[src/rtl/produto_arbiter.sv]
// produto_arbiter: round-robin share of one A*B / A+B unit; optional PRODUTO_ARB_STATS_EN adds op/mul counters
module produto_arbiter #(
  parameter int N_REQ = 4,
  parameter int W     = 2
) (
  input  logic                     clk,
  input  logic                     rst,
  input  logic [N_REQ-1:0]         req_valid,
  input  logic [N_REQ*W-1:0]       req_a,
  input  logic [N_REQ*W-1:0]       req_b,
  input  logic [N_REQ-1:0]         req_mode,
  output logic [N_REQ-1:0]         req_ready,
  output logic                     rsp_valid,
  input  logic                     rsp_ready,
  output logic [2*W-1:0]           rsp_data,
  output logic [$clog2(N_REQ)-1:0] rsp_id,
`ifdef PRODUTO_ARB_STATS_EN
  output logic [15:0]              op_count,
  output logic [15:0]              mul_count,
`endif
  output logic                     busy
);
  localparam int IW = $clog2(N_REQ);
  typedef enum logic [1:0] {IDLE, EXEC, RESP} state_t;
  state_t state, state_nx;
  logic [IW-1:0] rr_ptr, gnt_id, id_q, j;
  logic [IW:0] sum;
  logic found, accept, mode_q;
  logic [W-1:0] a_q, b_q;
  // round-robin search from rr_ptr; scanning backwards lets the nearest valid requester win
  always_comb begin
    found = 1'b0;
    gnt_id = '0;
    sum = '0;
    j = '0;
    for (int k = N_REQ - 1; k >= 0; k--) begin
      sum = {1'b0, rr_ptr} + (IW+1)'(k);
      j = IW'(sum >= (IW+1)'(N_REQ) ? sum - (IW+1)'(N_REQ) : sum);
      if (req_valid[j]) begin
        found = 1'b1;
        gnt_id = j;
      end
    end
  end
  assign accept    = (state == IDLE) && found && !rst;
  assign req_ready = accept ? N_REQ'(1) << gnt_id : '0;
  assign rsp_valid = (state == RESP);
  assign busy      = (state != IDLE);
  // next-state: accept starts an op, EXEC lasts one cycle, RESP waits for the consumer
  always_comb begin
    state_nx = (state == IDLE) ? (accept ? EXEC : IDLE) :
               (state == EXEC) ? RESP : (rsp_ready ? IDLE : RESP);
  end
  // state register
  always_ff @(posedge clk) begin
    if (rst) state <= IDLE;
    else     state <= state_nx;
  end
  // operand capture, pointer advance and result computation
  always_ff @(posedge clk) begin
    if (rst) begin
      rr_ptr   <= '0;
      id_q     <= '0;
      a_q      <= '0;
      b_q      <= '0;
      mode_q   <= 1'b0;
      rsp_data <= '0;
      rsp_id   <= '0;
    end else begin
      if (accept) begin
        a_q    <= req_a[gnt_id*W +: W];
        b_q    <= req_b[gnt_id*W +: W];
        mode_q <= req_mode[gnt_id];
        id_q   <= gnt_id;
        rr_ptr <= (gnt_id == IW'(N_REQ - 1)) ? '0 : gnt_id + 1'b1;
      end
      if (state == EXEC) begin
        rsp_data <= mode_q ? (2*W)'(a_q) + (2*W)'(b_q) : (2*W)'(a_q) * (2*W)'(b_q);
        rsp_id   <= id_q;
      end
    end
  end
`ifdef PRODUTO_ARB_STATS_EN
  // saturating counts of completed response handshakes; mode_q still holds the op's mode in RESP
  always_ff @(posedge clk) begin
    if (rst) begin
      op_count  <= '0;
      mul_count <= '0;
    end else if (state == RESP && rsp_ready) begin
      if (op_count != 16'hFFFF) op_count <= op_count + 16'd1;
      if (!mode_q && mul_count != 16'hFFFF) mul_count <= mul_count + 16'd1;
    end
  end
`endif
endmodule

[config.mk]
export PLATFORM = sky130hd
export DESIGN_NAME = produto_arbiter
export DESIGN_NICKNAME = d
export VERILOG_FILES = /design/src/rtl/produto_arbiter.sv
export SDC_FILE = /design/constraint.sdc
export NUM_CORES = 1
export LEC_CHECK = 0
export CAP_MARGIN = 40
export CORE_MARGIN = 3
export CORE_UTILIZATION = 39
export CTS_CLUSTER_DIAMETER = 50
export CTS_CLUSTER_SIZE = 16
export DETAILED_ROUTE_END_ITERATION = 8
export PLACE_DENSITY = 0.75
export SLEW_MARGIN = 20
export SYNTH_ARGS = -nofsm -noshare
export SYNTH_HDL_FRONTEND = slang
export SYNTH_SLANG_ARGS = --single-unit
[constraint.sdc]
create_clock -name clk -period 1.6 [get_ports clk]
set_input_delay 0.32 -clock clk [delete_from_list [all_inputs] [get_ports clk]]
set_output_delay 0.32 -clock clk [all_outputs]
set_load 0.005 [all_outputs]
Word level (Yosys, flattened, before mapping) --
Index checks and enable logic that the tools add are counted.
Word-level totals: bits in registers 17, latch bits 0, RAM bits 0, bits in read-only memories 0, bits of input ports 27, memories kept 0
Cells by class: $add $sub $neg 9, multiply operators 1, div/mod/pow operators 0, magnitude comparators 9, equal/unequal tests 3, shifts and indexed selects 3, multiplexer cells 29, bitwise gates (word level) 0, reductions and logical operators 5
Operators by type and width (number):
- $mux W2 | 12
- $shiftx A8 B4 Y2 | 2
- $lt A2 B3 Y1 const B | 5
- $bmux W1 S2 | 5
- $mux W1 | 10
- $ge A3 B3 Y1 const B | 3
- $mux W4 | 2
- $sub A2 B1 Y2 const B | 4
- $add A2 B2 Y3 const B | 2
- $eq A2 B2 Y1 const B | 2
- $mul A2 B2 Y4 | 1
- $shl A1 B2 Y4 const A | 1
- $add A2 B1 Y3 const B | 1
- $add A2 B2 Y3 | 1
- $ge A2 B3 Y1 const B | 1
- $add A2 B1 Y2 const B | 1
- $eq A2 B1 Y1 const B | 1
- $logic_and A1 B1 Y1 | 2
- $logic_not A2 Y1 | 1
- $reduce_bool A2 Y1 | 1
- $logic_not A1 Y1 | 1

Logic depth before layout (Yosys ltp) --
Gate-level depths: netlist (run 1).
depth after elaboration 13, depth in mapped cells 7, mapped depth without buffers 7

Least setup slack after synthesis (run 1) --
OpenSTA, ideal clock, no wires.
path type reg2out, from reg state[0], to out req_ready[1], arrival time 1.416 ns, data required time 1.280 ns, setup slack -0.136 ns, cell stages (with the launch flop) 6, path buffers 2, cell sequence dfxtp_1 or2_4 or3_1 buf_6 buf_8 nor4_2
On the way: longest elaborated chain between the ends 4
RTL lines:
- from (decl) | RTL line 25 | state_t state, state_nx;
- from (signal assigned) | RTL line 57 | else state <= state_nx;
- $logic_not A2 Y1 | RTL line 45 | assign accept = (state == IDLE) && found && !rst;
- $logic_and A1 B1 Y1 (2 in a row) | RTL line 45
- $mux W4 | RTL line 46 | assign req_ready = accept ? N_REQ'(1) << gnt_id : '0;
- to (decl) | RTL line 12 | output logic [N_REQ-1:0] req_ready,
Every way passes these cells.

Worst setup path after layout (run 1) --
from reg state[1], to out req_ready[1]
Same word-level chain as after synthesis.

==> impl_metrics.csv, run 1 <==
group,metric,value,unit
status,status,"complete, but fails checks",
status,failing_checks,"negative setup slack",
placement,dp.cells,199,
synth,seq_area_frac_synth,31.7,%
pwr,max-vdd-ir-drop,0.805,mV
sta,hold_slack,0.481,ns
synth,avgSynthCellArea,9.09,sq um
route,postRouteAntennaNets,0,
global_route,most_crowded_layer_after_global_routing,"met2",
synth,synth_cell_types,37,
floorplanning,start_util,42.1,%
synth,synth_commonest_cells,"sky130_fd_sc_hd__dfxtp_1 (17), sky130_fd_sc_hd__mux2i_1 (12), sky130_fd_sc_hd__nor2_1 (9)",
sta,final-max-slew-violation-count,0,
floorplanning,floorplan.die.width,58.4,um
synth,synthesis.instances,118,
synth,synth_edf_count,0,
global_route,global_route_wire_length_before_repair,5030,um
setup_path,crit-reg2reg-capture,"a_q[1]",
synth,synth_fp_nets,151,
pwr,ratio_of_total_power_to_cell_area,877,nW/um^2
setup_path,timing.critical_path.required,1.28,ns
synth,synth-async-reset-ratio,0,%
floorplanning,num_rows,18,
route,drt-vias-per-instance,5.17,
global_route,grt_start_max_net_pins,16,
global_route,antenna_violations_before_repair,0,
finish,number_of_standard_cells_in_the_layout_taps_in_and_fillers_out,218,
placement,dpl.hpwl,2290,um
sta,grt_setup_unrepaired,"true",
hold_path,timing.hold.worst.start,"id_q[1]",
clock_tree,clk_pin_slew,0.10,ns
route,num_vias,1126,
placement,place.port_buffers,38,
sta,fin_worst_skew,0.00450,ns
placement,preCtsSetupSlack,-1.04,ns
route,remaining_drc_errors,0,
hold_path,hold_class,"reg -> reg",
setup_path,startpoint_to_endpoint_class_of_the_critical_path,"reg -> out",
finish,layout-drive-gt1-share,35.6,%
sta,maximum_clock_frequency,0.476,GHz
setup_path,timing.critical_path.from_type,"flip-flop",
synth,synth_warnings,0,
placement,placement.cell_area,1630,sq um
sta,max_slew.worst_pin.slew,0.330,ns
global_route,grt_overflow,0,
clock_tree,cts_max_path_buffers,2,
clock_tree,numCtsBuffers,3,
route,first_iter_violations,20,
pwr,seqPwrFrac,34.3,%
synth,synth_most_common_cell,"sky130_fd_sc_hd__dfxtp_1",
route,post_drt_wl_per_cell,14.5,um
clock_tree,worstSkewPairLatency,0.29,ns
synth,yosys.area.top_type,"sky130_fd_sc_hd__dfxtp_1",
finish,final_area,1850,sq um
pwr,switchingPower,0.548,mW
clock_tree,hold_buffers,0,
pwr,fin_total_pwr,1.62,mW
finish,diodes,0,
sta,fin_ws,-0.501,ns
clock_tree,ctsHtreeMaxLevel,1,
sta,min_period_over_period,131,%
setup_path,crit_path_end_kind,"output pin",
floorplanning,core_area,2540,sq um
pwr,power.clock.fraction,14.0,%
clock_tree,cts_root_buffer,"sky130_fd_sc_hd__clkbuf_4",
synth,synth_top_cell_area_share,31.7,%
sta,final_period_minus_worst_setup_slack,2.10,ns
global_route,grt_util_met3,3.29,%
finish,area_growth_from_synthesis_to_layout,72.5,%
global_route,first_global_vias,1098,
pwr,switching_share,33.8,%
setup_path,worst_stage_delay_on_the_critical_path,0.40,ns
pwr,leakagePower,0.784,nW
route,drt_wl_total,3160,um
pwr,combinationalPowerShare,51.7,%
setup_path,cp_slowest_cell,"sky130_fd_sc_hd__or3_4",
global_route,grt.total_usage,19.4,%
setup_path,critical_path.max_fanout,4,
sta,relSlewSlack,78.0,%
global_route,grt_util_met1,23.3,%
floorplanning,io_pins,39,
sta,count_of_endpoints_failing_setup_in_the_final_report,12,
synth,synthTopCellsByArea,"sky130_fd_sc_hd__dfxtp_1 (32%), sky130_fd_sc_hd__mux2i_1 (11%), sky130_fd_sc_hd__ha_1 (5.8%)",
clock_tree,numClockSinks,17,
setup_path,worstPathArrival,1.78,ns
setup_path,r2r_setup_slack,-0.28,ns
hold_path,min_delay_path_depth,2,
finish,nets,222,
placement,place.gp.congestion,0.745,
floorplanning,floorplan.die_area,3410,sq um
setup_path,worst_path_cell_chain,"or2_4, or3_4, buf_12, buf_6, nor4_4, buf_2",
synth,mappedNetlistArea,1070,sq um
global_route,grt_use_met2,35.2,%
run,maxCapViolations,0,
sta,final-hold-violation-count,0,
synth,postSynth.topFlopCell,"sky130_fd_sc_hd__dfxtp_1",
setup_path,reg2reg_depth,8,
setup_path,rr_startpoint,"state[1]",
clock_tree,cts_tree,"yes",
route,initial_drt_pass_iterations,4,
pwr,cell_internal_pwr,1.07,mW
hold_path,hold_end,"id_q[1]",
synth,synth-seq-cells,17,
floorplanning,die_y,58.4,um
final cells by class:
cell class | instances | area (sq um)
Timing Repair Buffer | 72 | 657
Tap cell | 30 | 37.5
Clock inverter | 1 | 5.00
Sequential cell | 17 | 347
Clock buffer | 3 | 22.5
Multi-Input combinational cell | 88 | 753
Inverter | 7 | 27.5
Fill cell | 198 | 696
worst max path at each step:
stage	endpoint	slack, ns	depth (start not counted)	start
3_5_place_dp	req_ready[3]	-1.04	7	req_valid[0]
4_1_cts	req_ready[1]	-0.50	6	state[1]
5_1_grt	req_ready[1]	-0.60	6	state[1]
3_3_place_gp	req_ready[1]	-0.91	6	req_valid[0]
2_1_floorplan	req_ready[2]	-0.07	5	state[0]
6_report	req_ready[1]	-0.50	6	state[1]
cell families after synthesis:
| family | share of synthesized area [%] |
|---|---|
| AO/OA/AOI/OAI | 19.6 |
| adder cells (fa/ha/maj) | 7.70 |
| buffers and inverters | 6.53 |
| flip-flops | 31.7 |
| multiplexers | 11.2 |
| AND/OR/NAND/NOR | 23.2 |
sequential cells by signal (all words and copies together), names as in the netlist:
name and cells:
a_q 2, mode_q 1, b_q 2, rr_ptr 2
state 2, rsp_data 4, id_q 2, rsp_id 2
routing by layer:
layer / share of wire [%] / wire, um / vias to the layer above
met5: 0 / 0 / -
met4: 0.73 / 23 / 0
met3: 4.0 / 127 / 2
met2: 53 / 1680 / 30
met1: 42 / 1320 / 525
li1: - / - / 569
per-stage QoR:
stage / setup TNS [ns] / utilization, %
after detailed placement: -9.66 / 63.9
after global routing: -3.83 / 72.7
after CTS: -2.45 / 70.6
after global placement: -8.19 / 63.9
final: -3.17 / 72.7
after floorplan: -0.213 / -
layout by cell type, fill, tap and decap left out, types with 2 or more instances in the layout:
cell type,Yosys,layout
sky130_fd_sc_hd__buf_2,1,4
sky130_fd_sc_hd__mux2i_1,12,11
sky130_fd_sc_hd__dfxtp_1,17,14
sky130_fd_sc_hd__inv_1,6,6
sky130_fd_sc_hd__a211oi_1,2,2
sky130_fd_sc_hd__buf_6,1,7
sky130_fd_sc_hd__or3_1,3,2
sky130_fd_sc_hd__nand3_1,5,5
sky130_fd_sc_hd__and2_1,3,3
sky130_fd_sc_hd__nand2_1,7,6
sky130_fd_sc_hd__ha_1,5,4
sky130_fd_sc_hd__clkinv_2,1,2
sky130_fd_sc_hd__clkdlybuf4s50_1,0,28
sky130_fd_sc_hd__dfxtp_2,0,2
sky130_fd_sc_hd__nor2_1,9,9
sky130_fd_sc_hd__dlygate4sd2_1,0,4
sky130_fd_sc_hd__and2b_2,2,2
sky130_fd_sc_hd__a211o_1,5,5
sky130_fd_sc_hd__a21oi_1,4,3
sky130_fd_sc_hd__buf_4,0,25
sky130_fd_sc_hd__nand3b_1,4,4
sky130_fd_sc_hd__o21ai_2,0,2
sky130_fd_sc_hd__clkbuf_4,0,3
sky130_fd_sc_hd__clkdlybuf4s15_1,0,2
sky130_fd_sc_hd__o21ai_0,7,5
sky130_fd_sc_hd__o211ai_1,5,5
worst max-delay path, delay by kind of cell, from the launching register on:
| kind | cells | cell delay [ns] |
|---|---|---|
| DFF | 1 | 0.33 |
| buffers and inverters | 3 | 0.40 |
| and+or+nand+nor | 3 | 0.76 |
power groups by stage:
| stage | registers (mW) | clock network, mW | logic, mW |
|---|---|---|---|
| 5_1_grt | 0.566 | 0.260 | 0.915 |
| 3_5_place_dp | 0.565 | 0 | 0.655 |
| 3_3_place_gp | 0.561 | 0 | 0.632 |
| 2_1_floorplan | 0.551 | 0 | 0.380 |
| 6_report | 0.556 | 0.227 | 0.840 |
| 4_1_cts | 0.556 | 0.237 | 0.775 |
repair_timing:
action | in CTS | in global routing
gates resized for setup | 41 | 8
pin swaps | 11 | 8
setup endpoints to repair | 15 | 13
setup buffers | 9 | 6
(Power assumes the default switching activity.)
==> inputs of run 2 (changes only) <==
--- a/config.mk
+++ b/config.mk
@@ -11,7 +11,7 @@
 export CTS_CLUSTER_DIAMETER = 50
 export CTS_CLUSTER_SIZE = 16
 export DETAILED_ROUTE_END_ITERATION = 8
-export PLACE_DENSITY = 0.75
+export PLACE_DENSITY = 0.74
 export SLEW_MARGIN = 20
 export SYNTH_ARGS = -nofsm -noshare
 export SYNTH_HDL_FRONTEND = slang
==> run 2 against run 1 <==
Effect of this change: the flow still finishes with violations (negative setup slack); power decreased by 1.4%; global-route usage down 0.37 points; sequential power hardly changed; flip-flop and latch count is the same; count of clock-buffer cells in the layout stayed put; clock power rose by 3%; core utilization decreased by 2.6 points; final area down 3.6%; combinational power down 3.6%; register-to-register slack improved by 0.19 ns; critical path type unchanged; critical path depth shrank 1.
==> impl_metrics.csv, run 2 (synthesized netlist as in run 1, its figures left out) <==
group,metric,value,unit
setup_path,r2r_setup_slack,-0.09,ns
setup_path,rr_startpoint,"state[0]",
placement,place.port_buffers,38,
route,post_drt_wl_per_cell,14.1,um
finish,register_cell_area_after_layout,347,sq um
finish,layout-drive-gt1-share,31.5,%
hold_path,hold_end,"id_q[1]",
placement,place.gp.congestion,0.727,
hold_path,min_delay_path_depth,2,
hold_path,hold_class,"reg -> reg",
clock_tree,ctsHtreeMaxLevel,1,
route,num_vias,1103,
pwr,cell_internal_pwr,1.06,mW
floorplanning,floorplan.die.width,58.4,um
finish,final_area,1780,sq um
placement,placement.cell_area,1650,sq um
global_route,antenna_violations_before_repair,0,
finish,largest_register_ffs,4,
pwr,power.clock.fraction,14.6,%
setup_path,reg2reg_depth,7,
sta,hold_slack,0.473,ns
pwr,max-vdd-ir-drop,0.739,mV
setup_path,timing.critical_path.required,1.28,ns
finish,final_common_cell,"sky130_fd_sc_hd__clkdlybuf4s50_1",
route,initial_drt_pass_iterations,4,
global_route,global_route_wire_length_before_repair,5030,um
setup_path,startpoint_to_endpoint_class_of_the_critical_path,"reg -> out",
route,drt_wl_total,3030,um
sta,maximum_clock_frequency,0.485,GHz
sta,fin_worst_skew,0.00874,ns
finish,final_cell_mix,"sky130_fd_sc_hd__clkdlybuf4s50_1 (28), sky130_fd_sc_hd__buf_4 (23), sky130_fd_sc_hd__dfxtp_1 (14)",
placement,dpl.hpwl,2320,um
finish,diodes,0,
route,first_iter_violations,16,
setup_path,crit_path_end_kind,"output pin",
finish,area_growth_from_synthesis_to_layout,66.3,%
setup_path,worst_stage_delay_on_the_critical_path,0.40,ns
setup_path,crit-reg2reg-capture,"mode_q",
sta,grt_setup_unrepaired,"true",
global_route,grt.total_usage,19.0,%
sta,min_period_over_period,129,%
global_route,first_global_vias,1117,
clock_tree,cts_root_buffer,"sky130_fd_sc_hd__clkbuf_4",
finish,top_register,"rsp_data",
hold_path,timing.hold.worst.start,"id_q[1]",
setup_path,timing.critical_path.from_type,"flip-flop",
sta,final-max-slew-violation-count,0,
clock_tree,numCtsBuffers,3,
sta,relSlewSlack,82.4,%
sta,max_slew.worst_pin.slew,0.262,ns
sta,final-hold-violation-count,0,
floorplanning,io_pins,39,
pwr,combinationalPowerShare,50.6,%
setup_path,critical_path.max_fanout,5,
route,postRouteAntennaNets,0,
clock_tree,hold_buffers,0,
floorplanning,num_rows,18,
pwr,leakagePower,0.756,nW
sta,count_of_endpoints_failing_setup_in_the_final_report,11,
pwr,switching_share,33.8,%
floorplanning,die_y,58.4,um
route,drt-vias-per-instance,5.15,
clock_tree,numClockSinks,17,
pwr,switchingPower,0.541,mW
clock_tree,cts_max_path_buffers,2,
status,failing_checks,"negative setup slack",
floorplanning,start_util,42.1,%
finish,final.fill_count,206,
setup_path,worst_path_cell_chain,"or2_4, or3_4, buf_6, nor3b_2, buf_2",
pwr,ratio_of_total_power_to_cell_area,897,nW/um^2
clock_tree,cts_tree,"yes",
setup_path,cp_slowest_cell,"sky130_fd_sc_hd__or3_4",
finish,multi_input_area,729,sq um
sta,fin_ws,-0.461,ns
sta,final_period_minus_worst_setup_slack,2.06,ns
setup_path,worstPathArrival,1.74,ns
clock_tree,clk_pin_slew,0.10,ns
run,maxCapViolations,0,
global_route,grt_overflow,0,
finish,nets,218,
status,status,"complete, but fails checks",
route,remaining_drc_errors,0,
clock_tree,worstSkewPairLatency,0.30,ns
floorplanning,core_area,2540,sq um
floorplanning,floorplan.die_area,3410,sq um
pwr,seqPwrFrac,34.8,%
global_route,grt_start_max_net_pins,16,
run 2: cell types whose count changed in the layout (fill, tap and decap cells not counted), sizes merged:
cell	delta
buf	-5
clkbuf	+1
clkdlybuf4s15	-1
dlygate4sd2	+1
run 2: final cells by class:
| class | instances | area share, % |
|---|---|---|
| inverter | 7 | 1.54 |
| sequential | 17 | 19.4 |
| tap | 30 | 2.11 |
| timing repair buffer | 68 | 34.5 |
| clock inverter | 1 | 0.281 |
| clock buffer | 3 | 1.26 |
| multi-input combinational | 88 | 40.9 |
run 2: power groups by stage:
stage          clock (mW)  sequential (mW)  combinational (mW)
2_1_floorplan           0            0.551               0.380
3_3_place_gp            0            0.558               0.659
3_5_place_dp            0            0.563               0.680
4_1_cts             0.240            0.554               0.728
5_1_grt             0.261            0.566               0.881
6_report            0.233            0.556               0.810
run 2: routing by layer:
metal / up-vias / wire, um / GRT usage, %
met5: - / 0 / 0
met4: 0 / 38 / 4.64
met3: 6 / 161 / 3.07
met2: 34 / 1560 / 34.6
met1: 507 / 1260 / 23.1
li1: 556 / - / -
run 2: timing repair:
action | CTS | global route
setup buffers | 5 | 5
pin swaps | 6 | 13
resized for setup | 28 | 13
hold endpoints to repair | 0 | 0
setup endpoints to repair | 15 | 14
run 2: worst max-delay path by stage:
stage | from | to | cells after the start
final | state[0] | req_ready[2] | 5
after global routing | state[0] | req_ready[2] | 5
after CTS | state[1] | req_ready[2] | 6
after detailed placement | req_valid[1] | req_ready[3] | 7
after global placement | req_valid[1] | req_ready[3] | 7
after floorplan | state[0] | req_ready[2] | 5
run 2: stage by stage:
step	setup TNS, ns	power [mW]	utilization, %	worst slack [ns]	cells
after floorplan	-0.213	0.931	-	-0.0668	118
after global placement	-7.63	1.22	64.7	-0.957	202
after detailed placement	-8.29	1.24	64.7	-1.00	202
after CTS	-2.96	1.52	67.7	-0.550	211
after global routing	-2.91	1.71	70.1	-0.549	214
final	-2.15	1.60	70.1	-0.461	214
run 2: worst max-delay path, delay by kind of cell (launching register included):
| family | cells | cell delay (ns) |
|---|---|---|
| buffers and inverters | 2 | 0.29 |
| DFF | 1 | 0.34 |
| and+or+nand+nor | 3 | 0.82 |
==> inputs of run 3 (changes only) <==
--- a/config.mk
+++ b/config.mk
@@ -5,6 +5,7 @@
 export SDC_FILE = /design/constraint.sdc
 export NUM_CORES = 1
 export LEC_CHECK = 0
+export ABC_CLOCK_PERIOD_IN_PS = 1600
 export CAP_MARGIN = 40
 export CORE_MARGIN = 3
 export CORE_UTILIZATION = 39
==> results of run 3 <==
Same layout as run 2: the final DEF is identical, and so are final timing and power.
